### config.mk
export PLATFORM = sky130hd
export DESIGN_NAME = cg_phase_sequencer
export DESIGN_NICKNAME = d
export VERILOG_FILES = /design/src/rtl/cg_phase_sequencer.sv
export SDC_FILE = /design/constraint.sdc
export NUM_CORES = 1
export LEC_CHECK = 0
export CORE_MARGIN = 2
export CORE_UTILIZATION = 43
export CTS_BUF_LIST = sky130_fd_sc_hd__clkbuf_8
export DETAILED_ROUTE_END_ITERATION = 10
export PLACE_DENSITY = 0.89
export SYNTH_ARGS = -nofsm -noshare
export SYNTH_HDL_FRONTEND = slang
export SYNTH_SLANG_ARGS = --single-unit
### constraint.sdc
create_clock -name clk -period 7.52 [get_ports clk]
set_input_delay 1.128 -clock clk [delete_from_list [all_inputs] [get_ports clk]]
set_output_delay 1.128 -clock clk [all_outputs]
set_load 0.01 [all_outputs]
### src/rtl/cg_phase_sequencer.sv
// rtl/cg_phase_sequencer.sv - CG iteration phase FSM driving memory addresses and write enables
module cg_phase_sequencer #(
  parameter int NO_OF_UNITS = 8,
  parameter int N_EQUATIONS = 19,
  parameter int N_CLUSTERS  = 40,
  parameter int ADDR_W      = 20,
  parameter int MAX_ITER    = 20,
  parameter int ITER_W      = 11
) (
  input  logic              clk,
  input  logic              reset,
  input  logic              start,
  input  logic              stall,
  input  logic              res_valid,
  input  logic              converged,
  output logic [2:0]        phase,
  output logic              rd_valid,
  output logic [ADDR_W-1:0] a_rd_addr,
  output logic [ADDR_W-1:0] p_rd_addr,
  output logic [ADDR_W-1:0] ap_rd_addr,
  output logic [ADDR_W-1:0] x_rd_addr,
  output logic [ADDR_W-1:0] r_rd_addr,
  output logic              ap_we,
  output logic [ADDR_W-1:0] ap_wr_addr,
  output logic              x_we,
  output logic [ADDR_W-1:0] x_wr_addr,
  output logic              r_we,
  output logic [ADDR_W-1:0] r_wr_addr,
  output logic              p_we,
  output logic [ADDR_W-1:0] p_wr_addr,
  output logic [ITER_W-1:0] iter_count,
  output logic              busy,
  output logic              done,
  output logic              halt_reason,
  output logic              err_res
);

  localparam int LINES = (N_EQUATIONS + NO_OF_UNITS - 1) / NO_OF_UNITS;
  localparam int MAXB  = (N_CLUSTERS > LINES) ? N_CLUSTERS : LINES;
  localparam int CW    = $clog2(MAXB + 1);

  localparam logic [2:0] S_IDLE  = 3'd0;
  localparam logic [2:0] S_MXV   = 3'd1;
  localparam logic [2:0] S_PAP   = 3'd2;
  localparam logic [2:0] S_XR    = 3'd3;
  localparam logic [2:0] S_RR    = 3'd4;
  localparam logic [2:0] S_UPD_P = 3'd5;
  localparam logic [2:0] S_DONE  = 3'd6;

  logic [2:0]        r_phase;
  logic [CW-1:0]     r_ic, r_rc, r_pl;
  logic [ITER_W-1:0] r_iter;
  logic              r_halt, r_err, r_conv;

  logic [CW-1:0]     w_beats, w_res;
  logic              w_active, w_issue, w_res_ok, w_last_res, w_exit, w_conv;
  logic [ITER_W-1:0] w_iter_inc;

  always_comb begin
    w_beats = CW'(LINES);
    w_res   = CW'(LINES);
    if (r_phase == S_MXV) w_beats = CW'(N_CLUSTERS);
    if (r_phase == S_PAP || r_phase == S_RR) w_res = CW'(1);
  end

  assign w_active   = (r_phase >= S_MXV) && (r_phase <= S_UPD_P);
  assign w_issue    = w_active && !reset && (r_ic < w_beats) && !stall;
  assign w_res_ok   = w_active && !reset && res_valid && (r_rc < w_res);
  assign w_last_res = w_res_ok && (r_rc == w_res - CW'(1));
  assign w_exit     = w_active && (r_ic == w_beats) && (w_last_res || (r_rc == w_res));
  // converged is only meaningful on the DOT_RR result beat; keep it if that beat came early
  assign w_conv     = w_last_res ? converged : r_conv;
  assign w_iter_inc = r_iter + ITER_W'(1);

  always_ff @(posedge clk) begin
    if (reset) begin
      r_phase <= S_IDLE;
      r_ic    <= '0;
      r_rc    <= '0;
      r_pl    <= '0;
      r_iter  <= '0;
      r_halt  <= 1'b0;
      r_err   <= 1'b0;
      r_conv  <= 1'b0;
    end else begin
      if (res_valid && (!w_active || (r_rc == w_res))) r_err <= 1'b1;
      if (!w_active) begin
        if (start) begin
          r_phase <= S_MXV;
          r_iter  <= '0;
          r_halt  <= 1'b0;
          r_ic    <= '0;
          r_rc    <= '0;
          r_pl    <= '0;
          r_conv  <= 1'b0;
        end
      end else if (w_exit) begin
        r_ic   <= '0;
        r_rc   <= '0;
        r_pl   <= '0;
        r_conv <= 1'b0;
        case (r_phase)
          S_MXV: r_phase <= S_PAP;
          S_PAP: r_phase <= S_XR;
          S_XR:  r_phase <= S_RR;
          S_RR: begin
            if (w_conv) begin
              r_phase <= S_DONE;
              r_halt  <= 1'b1;
            end else if (w_iter_inc == ITER_W'(MAX_ITER)) begin
              r_phase <= S_DONE;
              r_iter  <= w_iter_inc;
              r_halt  <= 1'b0;
            end else begin
              r_phase <= S_UPD_P;
            end
          end
          default: begin
            r_phase <= S_MXV;
            r_iter  <= w_iter_inc;
          end
        endcase
      end else begin
        if (w_issue) begin
          r_ic <= r_ic + CW'(1);
          r_pl <= (r_pl == CW'(LINES - 1)) ? '0 : r_pl + CW'(1);
        end
        if (w_res_ok) begin
          r_rc <= r_rc + CW'(1);
          if (r_phase == S_RR) r_conv <= converged;
        end
      end
    end
  end

  always_comb begin
    phase       = r_phase;
    busy        = w_active;
    done        = (r_phase == S_DONE);
    halt_reason = r_halt;
    err_res     = r_err;
    iter_count  = r_iter;
    rd_valid    = w_issue;
    a_rd_addr   = '0;
    p_rd_addr   = '0;
    ap_rd_addr  = '0;
    x_rd_addr   = '0;
    r_rd_addr   = '0;
    ap_we       = 1'b0;
    ap_wr_addr  = '0;
    x_we        = 1'b0;
    x_wr_addr   = '0;
    r_we        = 1'b0;
    r_wr_addr   = '0;
    p_we        = 1'b0;
    p_wr_addr   = '0;
    case (r_phase)
      S_MXV: begin
        a_rd_addr  = ADDR_W'(r_ic);
        p_rd_addr  = ADDR_W'(r_pl);
        ap_we      = w_res_ok;
        ap_wr_addr = ADDR_W'(r_rc);
      end
      S_PAP: begin
        p_rd_addr  = ADDR_W'(r_ic);
        ap_rd_addr = ADDR_W'(r_ic);
      end
      S_XR: begin
        x_rd_addr  = ADDR_W'(r_ic);
        r_rd_addr  = ADDR_W'(r_ic);
        p_rd_addr  = ADDR_W'(r_ic);
        ap_rd_addr = ADDR_W'(r_ic);
        x_we       = w_res_ok;
        r_we       = w_res_ok;
        x_wr_addr  = ADDR_W'(r_rc);
        r_wr_addr  = ADDR_W'(r_rc);
      end
      S_RR: r_rd_addr = ADDR_W'(r_ic);
      S_UPD_P: begin
        p_rd_addr = ADDR_W'(r_ic);
        r_rd_addr = ADDR_W'(r_ic);
        p_we      = w_res_ok;
        p_wr_addr = ADDR_W'(r_rc);
      end
      default: ;
    endcase
  end

endmodule

# Word-level counts from Yosys, hierarchy flattened
# Index checks and enable logic that the tools add are counted.
classes:
  addsub: 5
  n_lt_le_gt_ge: 4
  n_eq_ne: 20
  mux: 47
  reduce_logical: 27
op_table:
  columns: ["cell", "count"]
  rows:
  - ["2-to-1 mux 6 bit", 19]
  - ["2-to-1 mux 11 bit", 5]
  - ["one-hot mux 11 bit (2 select lines)", 1]
  - ["adder 6 x 1 -> 6 bit, second input constant", 3]
  - ["equality test 6 bit", 3]
  - ["2-to-1 mux 1 bit", 14]
  - ["less-than comparator 6 bit", 2]
  - ["one-hot mux 3 bit (4 select lines)", 1]
  - ["one-hot mux 6 bit (2 select lines)", 1]
  - ["adder 11 x 1 -> 11 bit, second input constant", 1]
  - ["equality test 11 x 5 -> 1 bit, second input constant", 1]
  - ["logical AND 1 bit", 10]
  - ["equality test 3 bit, second input constant", 3]
  - ["2-to-1 mux 3 bit", 3]
  - ["inequality test 3 x 1 -> 1 bit, second input constant", 3]
  - ["OR reduction 3 bit", 3]
  - ["equality test 3 x 2 -> 1 bit, second input constant", 2]
  - ["equality test 6 x 2 -> 1 bit, second input constant", 1]
  - ["2-to-1 mux 2 bit", 3]
  - ["inequality test 3 x 2 -> 1 bit, second input constant", 2]
  - ["AND reduction 2 bit", 3]
  - ["subtractor 6 x 1 -> 6 bit, second input constant", 1]
  - ["AND reduction 5 bit", 1]
  - ["inequality test 2 x 1 -> 1 bit, second input constant", 2]
  - ["other kinds (11)", 15]
word_totals:
  reg_bits: 35

# Depth between registers and ports, before layout
depth:
  word_depth: 11
  mapped_depth: 14
  ltp_nobuf: 11

# Worst setup path after synthesis
# OpenSTA, ideal clock, no wires.
synth_timing:
  path_type: "register -> output"
  startpoint: "reg r_phase[2], in the netlist phase[2]"
  endpoint: "out rd_valid"
  arrival_ns: 2.245
  required_ns: 6.392
  setup_slack_ns: 4.147
  path_stages_with_launch: 9
  path_cell_list: "dfxtp_1 clkbuf_1 nor2b_1 clkbuf_1 nor2b_1 ha_1 nor2b_1 o21a_1 nor3_1"
synth_via:
  elab_chain_cells: 5
  word_cells_on_any_way: 9
  classes_between: "order compare (3); eq/ne (1); mux (1); reduce/logical (4)"
synth_rtl:
  columns: ["item", "line", "text"]
  rows:
  - ["from (decl)", "50", "logic [2:0] r_phase;"]
  - ["from (signal assigned)", "77", "r_phase <= S_IDLE;"]
  - ["from (signal assigned)", "89", "r_phase <= S_MXV;"]
  - ["from (signal assigned)", "103", "S_MXV: r_phase <= S_PAP;"]
  - ["equality test 3 x 1 -> 1 bit (tied with other cells)", "62", "if (r_phase == S_MXV) w_beats = CW'(N_CLUSTERS);"]
  - ["2-to-1 mux 6 bit / logical AND 1 bit (equally long branches)", "62, 66", null]
  - ["less-than comparator 6 bit / logical AND 1 bit (equally long branches)", "67", "assign w_issue = w_active && !reset && (r_ic < w_beats) && !stall;"]
  - ["logical AND 1 bit (*) (2 in a row)", "67", null]
  - ["to (decl)", "17", "output logic rd_valid,"]
# Every way passes the cells marked *; elsewhere a longest branch is shown, timed or not.

# Worst setup path in the final report
layout_timing:
  startpoint: "reg r_phase[0], in the netlist phase[0]"
  endpoint: "out rd_valid"
# The elaborated chain is that of the path after synthesis.

==> results.json <==
{
  "ys.flop_type": "dfxtp_1",
  "die_w_um": 95.9,
  "postCtsHoldBufs": 0,
  "p_leak_nw": 1.69,
  "cap_violations": 0,
  "path_cells": "nor2b_1 > nor2b_1 > inv_1 > ha_1 > nor2_1 > nand3_1 > nor3_1 > clkdlybuf4s50_1",
  "synthCells": 470,
  "drt_pass1_iterations": 7,
  "yosys_warnings": 0,
  "hold_class": "reg2reg",
  "yosysSeqAreaShare": 0.193,
  "nNetsFinal": 548,
  "crit_path_max_incr_delay_ps": 650,
  "place_congestion": 0.936,
  "dp.cells": 627,
  "clock_path_buffers": 2,
  "tritoncts": "done",
  "crit_fanout": 11,
  "crit_buf_inv": 2,
  "tightestPinTransition_ps": 922,
  "relSlewSlack": 0.384,
  "startpoint_type": "flip-flop",
  "whs_path_depth": 2,
  "vdd_drop_max_mv": 0.0579,
  "slowest_stage": "clkdlybuf4s50_1",
  "holdPathEnd": "err_res",
  "io_buffers": 82,
  "end_kind": "output pin",
  "synth_edf_count": 0,
  "rr_endpoint": "r_pl[4]",
  "ys_ff_latch": 35,
  "gr-usage-met3": 0.0305,
  "utilization": 0.491,
  "cts_setup_buffers": 0,
  "top_usage_layer": "met2",
  "rr_worst_depth": 11,
  "rsz0062_at_grt": "no",
  "arrival_ps": 3710,
  "avgRoutedWirePerCell_um": 13.5,
  "core_um2": 8220,
  "synth_top_area_frac": 0.275,
  "clock-root-buffer": "clkbuf_8",
  "wl_mm": 8.56,
  "power.total_uw": 419,
  "syn2layout_area_growth_pct": 11.0,
  "numCtsBuffers": 5,
  "yosysMostFrequentCell": "buf_4",
  "fin_skew_ps": 9.79,
  "r2r_setup_slack_ps": 3300,
  "die_y_um": 95.9,
  "critical_path.top_delay_family": "simple AND/OR/NAND/NOR gates",
  "yosysUniqueCellTypes": 59,
  "grt_max_degree": 41,
  "layout_setup_ws_ps": 2680,
  "finalCriticalPeriod_ps": 4840,
  "start_util": 0.442,
  "fillCellCount": 771,
  "cts_resized": 0,
  "grt.overflow.total": 0,
  "num_rows": 33,
  "initialDrtViolationCount": 210,
  "required_ps": 6390,
  "vias": 3136,
  "clk_pin_slew_ps": 80,
  "setup_viol": 0,
  "hpwl_mm": 6.56,
  "r2r-start": "phase[0]",
  "synth.top_cells.by_area": "buf_4, dfxtp_1, ha_1",
  "min-delay-start": "err_res",
  "period_share": 0.644,
  "setup_tns_ps": 0,
  "antenna_found_initial": 0,
  "critPathMostFrequentCell": "nor2b_1",
  "status": "finished, final reports clean",
  "synth_area_um2": 3630,
  "power_density_nw_per_um2": 104,
  "detail-route-antenna-nets": 0,
  "vias_per_cell": 4.94,
  "synth_commonest_cells": "buf_4, nor2_1, dfxtp_1, nand2_1",
  "grt_pass1_vias": 2681,
  "met2_usage": 0.322,
  "io_pins": 209,
  "clk_latency_ps": 290,
  "finalHoldViolations": 0,
  "synth_top_area_cell": "buf_4",
  "place_ws_ps": 2950,
  "cts_sinks": 35,
  "async_reset_ff_frac": 0,
  "grt_usage": 0.178,
  "h-tree-depth": 2,
  "die_area_um2": 9190,
  "layout-drive-gt1-share": 0.0585,
  "slew_violations": 0,
  "drc": 0,
  "use_met1": 0.211,
  "setup.worst_path.class": "reg2out",
  "antenna_cells": 0,
  "max_freq_mhz": 207,
  "layoutNonFillerInstCount": 635,
  "syn_avg_cell_area_um2": 7.73,
  "grt_first_pass_wirelength_mm": 13.0
}
==> power breakdown <==
group | switching (mW) | total, mW | internal [mW] | leakage (nW)
Combinational | 0.0698 | 0.0942 | 0.0244 | 1.36
Clock | 0.0696 | 0.132 | 0.0623 | 0.0505
Sequential | 0.00496 | 0.193 | 0.188 | 0.283
==> worst max path at each step <==
stage | start | to | slack, ps | cells after the start
4_1_cts | phase[0] | rd_valid | 2660 | 8
3_3_place_gp | reset | p_we | 3060 | 8
6_report | phase[0] | rd_valid | 2680 | 8
2_1_floorplan | phase[2] | rd_valid | 4150 | 8
3_5_place_dp | reset | p_we | 2950 | 8
5_1_grt | phase[2] | rd_valid | 2340 | 8
==> cells in the final DEF, fill, tap and decap left out, drive strengths merged, types with 10 or more instances in the layout <==
master	count
nor2	39
clkdlybuf4s50	82
dfxtp	35
and2	19
conb	126
o21ai	16
inv	20
and3	16
nand2b	11
nand4	10
a21oi	19
ha	13
nand2	27
==> cell type report <==
| class | count | area (um2) | area share |
|---|---|---|---|
| Multi-Input combinational cell | 386 | 2220 | 0.551 |
| Timing Repair Buffer | 83 | 828 | 0.205 |
| Sequential cell | 35 | 701 | 0.174 |
| Tap cell | 105 | 131 | 0.0326 |
| Clock buffer | 5 | 68.8 | 0.0171 |
| Inverter | 18 | 67.6 | 0.0168 |
| Clock inverter | 3 | 12.5 | 0.00310 |
==> layer usage <==
layer / vias up / wire, um
li1: 1443 / -
met1: 1484 / 3160
met2: 194 / 4570
met3: 15 / 699
met4: 0 / 129
met5: - / 0
==> state kept, by name (all words and copies together) (netlist names) <==
name and count:
err_res 1, phase 3, r_conv 1, r_pl 6, iter_count 11, r_ic 6, halt_reason 1, r_rc 6
==> metrics by stage <==
stage | hold slack [ps] | cell area (um2)
after floorplan | 453 | 4100
after global placement | 454 | 3950
after detailed placement | 469 | 3950
after CTS | 485 | 4030
after global routing | 517 | 4030
final | 481 | 4030
==> cell families (layout without fill, tap and decap cells) <==
kind of cell,count (synthesis),after routing,share of synthesized area
AO/OA/AOI/OAI,69,69,0.148
multiplexers,2,2,0.00586
flip-flops,35,35,0.193
buffers and inverters,174,109,0.324
other,1,126,0.00103
AND/OR/NAND/NOR,165,165,0.257
XOR/XNOR,11,11,0.0265
adder cells (fa/ha/maj),13,13,0.0448
==> worst reg2reg max path: cells and delay by family, from the launching register on <==
kind	cells	cell delay, ps
buf+inv	1	290
compound gates	2	740
simple gates	7	2180
flops	1	590
fa+ha+maj	1	350
Note: power is estimated with default switching activity, not from simulation.
